**src/rtl/writeback_unit_pkg.sv**
```systemverilog
// rtl/writeback_unit_pkg.sv - shared widths, load funct3 encodings and FSM states for the writeback unit
package writeback_unit_pkg;

  localparam int XLEN         = 32;
  localparam int REG_ADDR_LEN = 5;

  localparam logic [2:0] F3_LB  = 3'b000;
  localparam logic [2:0] F3_LH  = 3'b001;
  localparam logic [2:0] F3_LW  = 3'b010;
  localparam logic [2:0] F3_LBU = 3'b100;
  localparam logic [2:0] F3_LHU = 3'b101;

  typedef enum logic [1:0] {
    WB_IDLE     = 2'd0,
    WB_WAIT_MEM = 2'd1,
    WB_WRITE    = 2'd2
  } wb_state_t;

endpackage

```
**src/rtl/writeback_unit_load_extend.sv**
```systemverilog
// rtl/writeback_unit_load_extend.sv - little-endian lane select, sign/zero extension and misalignment detect
module load_extend
  import writeback_unit_pkg::*;
(
  input  logic [XLEN-1:0] mem_rdata,
  input  logic [2:0]      funct3,
  input  logic [1:0]      addr_lo,
  output logic [XLEN-1:0] ext_data,
  output logic            misaligned
);

  logic [7:0]  byte_lane;
  logic [15:0] half_lane;

  assign byte_lane = mem_rdata[{addr_lo, 3'b000} +: 8];
  assign half_lane = mem_rdata[{addr_lo[1], 4'b0000} +: 16];

  always_comb begin
    ext_data   = mem_rdata;
    misaligned = 1'b0;
    case (funct3)
      F3_LB:  ext_data = {{(XLEN-8){byte_lane[7]}}, byte_lane};
      F3_LBU: ext_data = {{(XLEN-8){1'b0}}, byte_lane};
      F3_LH: begin
        ext_data   = {{(XLEN-16){half_lane[15]}}, half_lane};
        misaligned = addr_lo[0];
      end
      F3_LHU: begin
        ext_data   = {{(XLEN-16){1'b0}}, half_lane};
        misaligned = addr_lo[0];
      end
      // LW and the undefined encodings all take the full word
      default: begin
        ext_data   = mem_rdata;
        misaligned = (addr_lo != 2'b00);
      end
    endcase
  end

endmodule

```
**src/rtl/writeback_unit.sv**
```systemverilog
// rtl/writeback_unit.sv - merges ALU results and load responses onto the register file write port (option WB_FWD_EN)
module writeback_unit
  import writeback_unit_pkg::*;
(
  input  logic                    clk,
  input  logic                    reset,
  input  logic                    alu_valid,
  input  logic [REG_ADDR_LEN-1:0] alu_rd,
  input  logic [XLEN-1:0]         alu_result,
  output logic                    stall,
  input  logic                    ld_valid,
  output logic                    ld_ready,
  input  logic [REG_ADDR_LEN-1:0] ld_rd,
  input  logic [2:0]              ld_funct3,
  input  logic [1:0]              ld_addr_lo,
  input  logic                    mem_rvalid,
  input  logic [XLEN-1:0]         mem_rdata,
  output logic                    ld_pending,
  output logic [REG_ADDR_LEN-1:0] ld_pending_rd,
  output logic                    ld_misaligned,
`ifdef WB_FWD_EN
  output logic                    fwd_valid,
  output logic [REG_ADDR_LEN-1:0] fwd_rd,
  output logic [XLEN-1:0]         fwd_data,
`endif
  output logic                    wb_we,
  output logic [REG_ADDR_LEN-1:0] wb_wa,
  output logic [XLEN-1:0]         wb_wdata
);

  wb_state_t state, state_nxt;

  logic [REG_ADDR_LEN-1:0] ld_rd_q;
  logic [2:0]              ld_funct3_q;
  logic [1:0]              ld_addr_lo_q;
  logic [XLEN-1:0]         ld_buf_data;
  logic                    ld_buf_mis;
  logic [XLEN-1:0]         ext_data;
  logic                    ext_mis;

  logic                    skid_full;
  logic [REG_ADDR_LEN-1:0] skid_rd;
  logic [XLEN-1:0]         skid_data;
  logic                    skid_load;
  logic                    skid_drain;

  logic                    sel_we;
  logic [REG_ADDR_LEN-1:0] sel_wa;
  logic [XLEN-1:0]         sel_wdata;

  load_extend u_load_extend (
    .mem_rdata  (mem_rdata),
    .funct3     (ld_funct3_q),
    .addr_lo    (ld_addr_lo_q),
    .ext_data   (ext_data),
    .misaligned (ext_mis)
  );

  always_ff @(posedge clk) begin
    if (reset) state <= WB_IDLE;
    else       state <= state_nxt;
  end

  always_comb begin
    state_nxt = state;
    ld_ready  = 1'b0;
    case (state)
      WB_IDLE: begin
        ld_ready = 1'b1;
        if (ld_valid) state_nxt = WB_WAIT_MEM;
      end
      WB_WAIT_MEM: if (mem_rvalid) state_nxt = WB_WRITE;
      WB_WRITE:    state_nxt = WB_IDLE;
      default:     state_nxt = WB_IDLE;
    endcase
  end

  assign ld_pending    = (state != WB_IDLE);
  assign ld_pending_rd = ld_rd_q;
  assign ld_misaligned = (state == WB_WRITE) && ld_buf_mis;
  assign stall         = skid_full;

  always_ff @(posedge clk) begin
    if (reset) begin
      ld_rd_q      <= '0;
      ld_funct3_q  <= '0;
      ld_addr_lo_q <= '0;
      ld_buf_data  <= '0;
      ld_buf_mis   <= 1'b0;
    end else begin
      if (state == WB_IDLE && ld_valid) begin
        ld_rd_q      <= ld_rd;
        ld_funct3_q  <= ld_funct3;
        ld_addr_lo_q <= ld_addr_lo;
      end
      if (state == WB_WAIT_MEM && mem_rvalid) begin
        ld_buf_data <= ext_data;
        ld_buf_mis  <= ext_mis;
      end
    end
  end

  // Load writeback owns the port in WRITE; a colliding ALU result parks in the skid
  always_comb begin
    sel_we     = 1'b0;
    sel_wa     = wb_wa;
    sel_wdata  = wb_wdata;
    skid_load  = 1'b0;
    skid_drain = 1'b0;
    if (state == WB_WRITE) begin
      sel_we    = !ld_buf_mis && (ld_rd_q != '0);
      sel_wa    = ld_rd_q;
      sel_wdata = ld_buf_data;
      skid_load = alu_valid && !skid_full;
    end else if (skid_full) begin
      sel_we     = (skid_rd != '0);
      sel_wa     = skid_rd;
      sel_wdata  = skid_data;
      skid_drain = 1'b1;
    end else if (alu_valid) begin
      sel_we    = (alu_rd != '0);
      sel_wa    = alu_rd;
      sel_wdata = alu_result;
    end
  end

  always_ff @(posedge clk) begin
    if (reset) begin
      skid_full <= 1'b0;
      skid_rd   <= '0;
      skid_data <= '0;
    end else if (skid_load) begin
      skid_full <= 1'b1;
      skid_rd   <= alu_rd;
      skid_data <= alu_result;
    end else if (skid_drain) begin
      skid_full <= 1'b0;
    end
  end

  always_ff @(posedge clk) begin
    if (reset) begin
      wb_we    <= 1'b0;
      wb_wa    <= '0;
      wb_wdata <= '0;
    end else begin
      wb_we    <= sel_we;
      wb_wa    <= sel_wa;
      wb_wdata <= sel_wdata;
    end
  end

`ifdef WB_FWD_EN
  assign fwd_valid = sel_we;
  assign fwd_rd    = sel_wa;
  assign fwd_data  = sel_wdata;
`endif

endmodule

```
**config.mk**
```make
export PLATFORM = sky130hd
export DESIGN_NAME = writeback_unit
export DESIGN_NICKNAME = d
export VERILOG_FILES = /design/src/rtl/writeback_unit_pkg.sv /design/src/rtl/writeback_unit_load_extend.sv /design/src/rtl/writeback_unit.sv
export SDC_FILE = /design/constraint.sdc
export NUM_CORES = 1
export LEC_CHECK = 0
export ABC_AREA = 1
export BUFFER_PORTS_ARGS = -buffer_cell sky130_fd_sc_hd__buf_2
export CAP_MARGIN = 10
export CORE_MARGIN = 8
export CORE_UTILIZATION = 54
export DETAILED_ROUTE_END_ITERATION = 10
export GPL_TIMING_DRIVEN = 0
export PLACE_DENSITY = 0.8
export RECOVER_POWER = 100
export SYNTH_ARGS = -nofsm -noshare
export SYNTH_HDL_FRONTEND = slang
export SYNTH_HIERARCHICAL = 1
export SYNTH_SLANG_ARGS = --single-unit
```
**constraint.sdc**
```tcl
create_clock -name clk -period 1.95 [get_ports clk]
set_input_delay 0.39 -clock clk [delete_from_list [all_inputs] [get_ports clk]]
set_output_delay 0.39 -clock clk [all_outputs]
set_load 0.005 [all_outputs]
```
==> flow_summary_export.csv <==
group,metric,value,unit
status,status,"finished clean",
clocking,cts_resized,0,
sta,finalCritPeriodShare,0.923,
power_and_ir_drop,power,6.83,mW
global_route,grt_max_degree,17,
synthesis,yosysUniqueCellTypes,30,
global_route,overflow,0,
clocking,clock-root-buffer,"clkbuf_8",
clocking,clk_pin_slew,60,ps
clocking,post-cts-setup-buffers,0,
global_route,met3_usage,0.0648,
sta,rsz0062_at_grt,"no",
floorplan,ios,131,
routing,dr_total_vias,6358,
clocking,cts.sinks,121,
worst_setup_path,crit_fanout,15,
sta,maxSlewViolCount,0,
worst_setup_path,critPathSlowestCell,"dfxtp_1",
synthesis,synth-seq-cells,121,
worst_setup_path,arrival,1410,ps
clocking,cts_max_level,4,
worst_setup_path,crit_end,"ld_misaligned",
cells_and_area,num-fill-cells,996,
sta,final-hold-violation-count,0,
power_and_ir_drop,ir_drop,0.615,mV
clocking,cts_buffers,17,
sta,fmax,555,MHz
worst_setup_path,reg2reg_from,"ld_addr_lo_q[1]",
worst_setup_path,critPathMaxStageDelay,360,ps
cells_and_area,area_delta_synth_final,22.8,%
synthesis,yosys_warnings,6,
routing,remaining_drc_errors,0,
floorplan,core_area,10700,um2
worst_setup_path,cp_top_family,"flip-flops",
sta,fin_hold_ws,116,ps
worst_setup_path,crit_start,"state[0]",
floorplan,start_util,0.546,
routing,wl_per_cell,15.3,um
worst_setup_path,cp-start-kind,"register",
synthesis,synth_fp_nets,945,
power_and_ir_drop,power_density,947,nW/um2
worst_setup_path,cp.depth,4,
worst_setup_path,end_kind,"output pin",
worst_setup_path,setup.worst_path.class,"reg2out",
global_route,grt_pass1_vias,5915,
placement,gp_congestion,1.02,
sta,period_needed,1800,ps
synthesis,syn_area,5870,um2
routing,dr.pass1.iters,5,
global_route,track_usage,0.241,
floorplan,num_rows,38,
placement,io_buffers,130,
global_route,antenna_found_initial,0,
sta,tightestPinTransition,508,ps
clocking,cts_tree,"done",
synthesis,syn-mean-instance-area,6.82,um2
worst_setup_path,critPathBufInv,2,
cells_and_area,seq_area,2420,um2
sta,slew_headroom,0.661,
cells_and_area,num_antenna_cells,0,
floorplan,die_w,120,um
routing,drt-total-wl,17800,um
cells_and_area,nets,1093,
sta,tns,0,ps
cells_and_area,layout-drive-gt1-share,0.178,
sta,setup_viol,0,
global_route,grt_pass1_wl,28500,um
run,cap_violations,0,
floorplan,die-area,14500,um2
clocking,postCtsHoldBufs,0,
placement,hpwl,13100,um
power_and_ir_drop,power.static_leakage,3.35,nW
global_route,use_met1,0.303,
global_route,met2_usage,0.384,
clocking,clock_path_buffers,2,
routing,routed_via_density,5.47,
cells_and_area,multiInputGateArea,2670,um2
synthesis,synth-seq-area-share,0.413,
clocking,clock_latency,520,ps
worst_setup_path,crit_required,1560,ps
routing,postRouteAntennaNets,0,
worst_setup_path,worstPathCellList,"clkinv_1, nand2_2, nor2_1, clkbuf_2",
sta,fin_skew,6.92,ps
routing,drtIter0Drc,645,
worst_setup_path,reg2reg_depth,9,
hold_path,hp-class,"in2reg",
synthesis,netlist_instances,861,
global_route,grt-busiest-layer,"met2",
floorplan,fp.dieH,120,um
worst_setup_path,r2r_slack,150,ps
worst_setup_path,r2r-end,"ld_buf_data[10]",
## worst min path at each step
stage | start | to | slack, ps | cells after the start
2_1_floorplan | ld_buf_data[0] | ld_buf_data[0] | 420 | 2
3_3_place_gp | ld_buf_data[18] | ld_buf_data[18] | 430 | 2
3_5_place_dp | ld_buf_data[16] | ld_buf_data[16] | 440 | 2
4_1_cts | ld_addr_lo[1] | ld_addr_lo_q[1] | 110 | 3
5_1_grt | alu_result[20] | skid_data[20] | 120 | 3
6_report | alu_result[23] | skid_data[23] | 120 | 3
## synth_stat cells (all sizes together)
library cell,count,area share
o211ai,4,0.0051
buf,40,0.043
a21oi,76,0.065
nand2,211,0.14
nand3b,1,0.0013
nand4,1,0.0011
or2,5,0.0053
nand3,43,0.046
clkbuf,21,0.014
o21a,1,0.0013
nor3,2,0.0017
a31oi,37,0.039
dfxtp,121,0.41
o21ai,157,0.13
o22ai,1,0.0011
inv,107,0.068
nor2,33,0.023
## report_power, final
group,internal (mW),leakage [nW],switching (mW)
registers,2.62,0.992,0.0910
logic,0.354,2.07,0.575
clock network,2.12,0.292,1.07
total,5.09,3.35,1.74
## per-layer routing
layer | part of all wire | up-vias | routed length (um)
met3 | 0.089 | 31 | 1580
met5 | 0 | - | 0
li1 | - | 3116 | -
met4 | 0.021 | 0 | 380
met1 | 0.43 | 2907 | 7730
met2 | 0.46 | 304 | 8100
## area by class of cell
class / count / area share
Clock inverter: 6 / 0.0153
Timing Repair Buffer: 130 / 0.0861
Tap cell: 140 / 0.0243
Clock buffer: 26 / 0.0691
Multi-Input combinational cell: 572 / 0.370
Inverter: 107 / 0.0557
Buffer: 60 / 0.0436
Sequential cell: 121 / 0.336
## per-stage QoR
step	utilization	instances	instance area, um2	setup slack (ps)
floorplan	-	861	5870	571
global placement	0.623	1131	6700	312
detailed placement	0.623	1131	6700	296
CTS	0.679	1162	7300	169
global route	0.671	1162	7210	27.6
finish	0.671	1162	7210	150
## cell usage in the layout (no fill, tap or decap)
cell / instances
nor2_1: 31
o22ai_1: 1
nand2_2: 4
o21ai_0: 150
or2_1: 2
nand3_2: 4
or2_2: 3
o21ai_1: 7
nor3_1: 2
nor2_4: 1
nand2_1: 207
dfxtp_1: 121
o21a_1: 1
inv_2: 2
buf_6: 2
nand4_1: 1
buf_8: 1
nand3_1: 39
nand3b_1: 1
buf_12: 1
o211ai_1: 4
buf_1: 1
nor2_2: 1
clkbuf_1: 54
bufinv_16: 3
a21oi_1: 76
clkinv_1: 1
clkbuf_8: 6
inv_1: 104
buf_2: 125
buf_4: 4
a31oi_1: 37
clkinv_2: 1
clkbuf_2: 6
clkbuf_16: 16
clkinvlp_4: 2
## kinds of logic after synthesis
group	after synthesis	synth area share
and+or+nand+nor	296	0.217
AOI/OAI and AO/OA	276	0.246
buffers and inverters	168	0.125
DFF	121	0.413
## worst register-to-register path: cells and delay by family (launching register included)
| kind | cells | cell delay (ps) |
|---|---|---|
| compound gates | 2 | 300 |
| simple gates | 5 | 730 |
| buf+inv | 2 | 320 |
| flops | 1 | 310 |
## registers in the layout (all words and copies together), names as in the netlist
| name | count |
|---|---|
| ld_funct3_q | 3 |
| skid_data | 32 |
| ld_buf_data | 32 |
| wb_wa | 5 |
| wb_wdata | 32 |
| ld_addr_lo_q | 2 |
| wb_we | 1 |
| ld_buf_mis | 1 |
| skid_rd | 5 |
| state | 2 |
| stall | 1 |
| ld_pending_rd | 5 |
(Power assumes the default switching activity.)
